File: src/rtl/sram_read_master.sv
// sram_read_master: SRAM read-burst initiator with programmable setup, access and hold phases
module sram_read_master #(
  parameter int T_SETUP = 2,
  parameter int T_ACC   = 4,
  parameter int T_HOLD  = 2
) (
  input  logic        clk_200,
  input  logic        reset,
  input  logic        start,
  input  logic [14:0] start_addr,
  input  logic [15:0] burst_len,
  output logic        sram_ce_n,
  output logic        sram_oe_n,
  output logic [14:0] sram_addr,
  input  logic [7:0]  sram_data,
  output logic        rd_valid,
  output logic [14:0] rd_addr,
  output logic [7:0]  rd_data,
  output logic        busy,
  output logic        done
);
  typedef enum logic [1:0] {IDLE, SETUP, ACCESS, HOLD} state_t;
  localparam logic [3:0] P_SETUP = 4'(T_SETUP - 1);
  localparam logic [3:0] P_ACC   = 4'(T_ACC - 1);
  localparam logic [3:0] P_HOLD  = 4'(T_HOLD - 1);
  state_t      state_q, state_d;
  logic [3:0]  phase_q, phase_d;
  logic [15:0] words_q, words_d;
  logic [14:0] addr_q, addr_d, rd_addr_q, rd_addr_d;
  logic [7:0]  rd_data_q, rd_data_d;
  logic        ce_n_q, ce_n_d, oe_n_q, oe_n_d, rd_valid_q, rd_valid_d;
  logic        busy_q, busy_d, done_q, done_d;
  always_ff @(posedge clk_200) begin
    if (reset) begin
      state_q    <= IDLE;
      phase_q    <= '0;
      words_q    <= '0;
      addr_q     <= '0;
      rd_addr_q  <= '0;
      rd_data_q  <= '0;
      ce_n_q     <= 1'b1;
      oe_n_q     <= 1'b1;
      rd_valid_q <= 1'b0;
      busy_q     <= 1'b0;
      done_q     <= 1'b0;
    end else begin
      state_q    <= state_d;
      phase_q    <= phase_d;
      words_q    <= words_d;
      addr_q     <= addr_d;
      rd_addr_q  <= rd_addr_d;
      rd_data_q  <= rd_data_d;
      ce_n_q     <= ce_n_d;
      oe_n_q     <= oe_n_d;
      rd_valid_q <= rd_valid_d;
      busy_q     <= busy_d;
      done_q     <= done_d;
    end
  end
  // Each phase loads its length minus one and advances when the counter reaches zero.
  always_comb begin
    state_d    = state_q;
    phase_d    = phase_q;
    words_d    = words_q;
    addr_d     = addr_q;
    rd_addr_d  = rd_addr_q;
    rd_data_d  = rd_data_q;
    ce_n_d     = ce_n_q;
    oe_n_d     = oe_n_q;
    busy_d     = busy_q;
    rd_valid_d = 1'b0;
    done_d     = 1'b0;
    case (state_q)
      IDLE: begin
        if (start && burst_len == 16'd0) done_d = 1'b1;
        else if (start) begin
          addr_d  = start_addr;
          words_d = burst_len;
          ce_n_d  = 1'b0;
          busy_d  = 1'b1;
          phase_d = P_SETUP;
          state_d = SETUP;
        end
      end
      SETUP: begin
        if (phase_q == 4'd0) begin
          oe_n_d  = 1'b0;
          phase_d = P_ACC;
          state_d = ACCESS;
        end else phase_d = phase_q - 4'd1;
      end
      ACCESS: begin
        if (phase_q == 4'd0) begin
          rd_data_d  = sram_data;
          rd_addr_d  = addr_q;
          rd_valid_d = 1'b1;
          ce_n_d     = 1'b1;
          oe_n_d     = 1'b1;
          phase_d    = P_HOLD;
          state_d    = HOLD;
        end else phase_d = phase_q - 4'd1;
      end
      HOLD: begin
        if (phase_q == 4'd0 && words_q > 16'd1) begin
          words_d = words_q - 16'd1;
          addr_d  = addr_q + 15'd1;
          ce_n_d  = 1'b0;
          phase_d = P_SETUP;
          state_d = SETUP;
        end else if (phase_q == 4'd0) begin
          done_d  = 1'b1;
          busy_d  = 1'b0;
          state_d = IDLE;
        end else phase_d = phase_q - 4'd1;
      end
      default: state_d = IDLE;
    endcase
  end
  assign sram_ce_n = ce_n_q;
  assign sram_oe_n = oe_n_q;
  assign sram_addr = addr_q;
  assign rd_valid  = rd_valid_q;
  assign rd_addr   = rd_addr_q;
  assign rd_data   = rd_data_q;
  assign busy      = busy_q;
  assign done      = done_q;
endmodule

File: config.mk
export PLATFORM = sky130hd
export DESIGN_NAME = sram_read_master
export DESIGN_NICKNAME = d
export VERILOG_FILES = /design/src/rtl/sram_read_master.sv
export SDC_FILE = /design/constraint.sdc
export NUM_CORES = 1
export LEC_CHECK = 0
export ABC_CLOCK_PERIOD_IN_PS = 2900
export CAP_MARGIN = 10
export CORE_ASPECT_RATIO = 1.25
export CORE_UTILIZATION = 49
export CTS_CLUSTER_SIZE = 12
export DETAILED_ROUTE_END_ITERATION = 8
export GPL_ROUTABILITY_DRIVEN = 0
export PLACE_DENSITY_LB_ADDON = 0.05
export SYNTH_ARGS = -nofsm -noshare
export SYNTH_HDL_FRONTEND = slang
export SYNTH_SLANG_ARGS = --single-unit
export TNS_END_PERCENT = 1
File: constraint.sdc
create_clock -name clk_200 -period 2.9 [get_ports clk_200]
set_input_delay 0.725 -clock clk_200 [delete_from_list [all_inputs] [get_ports clk_200]]
set_output_delay 0.725 -clock clk_200 [all_outputs]
set_load 0.05 [all_outputs]
==> impl_metrics.yaml <==
routing:
  ant_nets: 0
  drc_errors: 0
  drt-pass1-iter-count: 4
  vias_per_cell: 5.72
  drt_iter0_drc: 226
  vias: 3398
  drt_wl_total_mm: 8.91
  wl_per_cell_microns: 15.0
min_path:
  worstHoldStart: "sram_oe_n"
  min_path_cells: 2
  holdPathEnd: "sram_oe_n"
  hold_class: "register to register"
status:
  status: "complete, no violations"
sta:
  grt_setup_unrepaired: "false"
  fin_worst_skew_ns: 0.00868
  tns_ns: 0
  fmax_mhz: 400
  period_share: 0.863
  max_slew.worst_pin.slew_ns: 0.518
  hold_viol_final: 0
  finalSetupViolCount: 0
  relSlewSlack: 0.654
  period_needed_ns: 2.50
  drv_slew: 0
layout:
  drive_gt1_frac: 0.116
  multi_input_area_sq_um: 1900
  instances_no_fill: 594
  fin_util: 0.698
  fill_cells: 563
  area_delta_synth_final_pct: 36.6
  seqCellArea_sq_um: 1300
  nNetsFinal: 553
  diodes: 0
setup_path:
  cp.arrival_ns: 2.78
  rr_endpoint: "sram_addr[3]"
  reg2reg_depth: 9
  critPathKind: "primary input to register"
  end_kind: "register"
  required_ns: 3.17
  rrSetupSlack_ns: 0.41
  worstPathMaxFanout: 22
  start_kind: "primary input"
  rr_startpoint: "state_q[0]"
synthesis:
  yosys_register_bits: 65
  seq_area_frac_synth: 0.383
  async_flop_share: 0
  yosys_warnings: 0
  synthTopCellsByArea: "dfxtp_1 38%, a21oi_1 6.8%, a22o_1 5.9%"
  synth_top_area_frac: 0.383
  synthCells: 414
  synth_most_common_cell: "dfxtp_1"
  synth_area_per_cell_sq_um: 8.20
  ys.flop_type: "dfxtp_1"
  synth_common_cells: "65 x dfxtp_1, 46 x a21oi_1, 44 x nand2_1"
  synth_edf_count: 0
  synthesis.area_sq_um: 3390
  synth_top_area_cell: "dfxtp_1"
  synth_nets: 465
  synth_cell_types: 54
power:
  leakage_nw: 1.73
  peakVddDrop_mv: 0.868
  cellPowerDensity_nw_per_um2: 1090
cts:
  clockBufferDepth: 2
  cts_made_buffers: 9
  worstSkewPairLatency_ns: 0.35
  clkSlewWorstSetupHoldPaths_ns: 0.07
  root_buffer: "clkbuf_8"
  ctsResizeCount: 0
  numClockSinks: 65
  ctsHoldBuffers: 0
  htreeDepth: 3
  cts_tree: "built"
  cts_setup_buffers: 0
floorplan:
  fp-row-count: 33
  core_area_sq_um: 6650
  die_h_microns: 95.1
  ioPinCount: 85
  die_area_sq_um: 7270
  die_width_microns: 76.4
  start_util: 0.511
placement:
  dp_hpwl_mm: 6.33
  portBuffers: 84
  dp_cells: 578
global_route:
  grt_pass1_wl_mm: 14.6
  grt_overflow: 0
  antenna_found_initial: 0
  grt_pass1_vias: 3115
  grt_start_max_net_pins: 30
  track_usage: 0.251
job:
  cap_violations: 0
==> worst max-delay path: stages <==
cell and delay (ns):
clkdlybuf4s50_1 0.41, or4b_2 0.68, nor3_2 0.18, a211o_2 0.22, a21o_2 0.13, buf_12 0.15
o21ai_0 0.10, a21oi_1 0.17
==> state kept, by name, summed over array words and instances, names as in the netlist <==
| name | cells |
|---|---|
| sram_addr | 15 |
| sram_ce_n | 1 |
| rd_addr | 15 |
| rd_valid | 1 |
| words_q | 16 |
| sram_oe_n | 1 |
| rd_data | 8 |
| done | 1 |
| phase_q | 4 |
| busy | 1 |
| state_q | 2 |
==> layer usage <==
metal | global-route usage | share of wire | vias to the layer above
met2 | 0.433 | 0.49 | 108
met4 | 0.136 | 0.025 | 0
met5 | 0 | 0 | -
met3 | 0.0373 | 0.049 | 19
met1 | 0.303 | 0.44 | 1578
li1 | - | - | 1693
==> metrics by stage <==
stage / total power, W / worst slack [ns] / area, sq um / hold slack, ns
3_3_place_gp: 0.00403 / 0.131 / 4390 / 0.431
2_1_floorplan: 0.00325 / 0.551 / 3390 / 0.454
4_1_cts: 0.00507 / 0.399 / 4640 / 0.448
3_5_place_dp: 0.00409 / 0.0610 / 4390 / 0.438
6_report: 0.00506 / 0.398 / 4640 / 0.444
5_1_grt: 0.00538 / 0.275 / 4640 / 0.477
==> cells by family after synthesis <==
logic type	after synthesis	synth area share
AO/OA/AOI/OAI	147	0.290
adder cells (fa/ha/maj)	9	0.0332
buffers and inverters	42	0.0571
flip-flops	65	0.383
multiplexers	5	0.0155
AND/OR/NAND/NOR	146	0.220
==> worst max-delay path by stage <==
stage,from,to,slack (ns),depth (start not counted)
3_5_place_dp,burst_len[4],sram_addr[0],0.06,9
6_report,burst_len[14],sram_addr[3],0.40,8
5_1_grt,state_q[0],sram_addr[3],0.27,9
4_1_cts,burst_len[14],sram_addr[3],0.40,8
3_3_place_gp,burst_len[14],words_q[7],0.13,9
2_1_floorplan,burst_len[14],state_q[1],0.55,6
==> placed cells by master, fill, tap and decap left out, types with 3 or more instances in the layout <==
| master | count |
|---|---|
| clkbuf_8 | 10 |
| nor4_1 | 12 |
| o31a_1 | 3 |
| nand2_1 | 44 |
| inv_1 | 14 |
| nor2b_1 | 6 |
| mux2i_1 | 3 |
| o21ai_0 | 36 |
| o32ai_1 | 4 |
| a31oi_1 | 3 |
| buf_4 | 18 |
| or4_1 | 3 |
| clkdlybuf4s50_1 | 84 |
| dfxtp_1 | 65 |
| nor3_1 | 14 |
| bufinv_16 | 3 |
| nand2b_1 | 9 |
| nor2_1 | 28 |
| a211oi_1 | 8 |
| o2bb2ai_1 | 5 |
| ha_1 | 9 |
| nand3_1 | 11 |
| a21oi_1 | 45 |
| a22o_1 | 23 |
==> area by class of cell <==
cell class / count / share of cell area
flip-flops and latches: 65 / 0.281
inverters: 15 / 0.0121
repair buffers: 104 / 0.219
well taps: 87 / 0.0235
clock inverters: 6 / 0.0248
clock buffers: 10 / 0.0297
multi-input cells: 307 / 0.410
==> where the power goes <==
part           internal, W  leakage [nW]  switching [W]
Combinational      0.00103          1.07        0.00162
Sequential         0.00114         0.532       0.000295
Clock             0.000597         0.123       0.000369
Note: power is estimated with default switching activity, not from simulation.
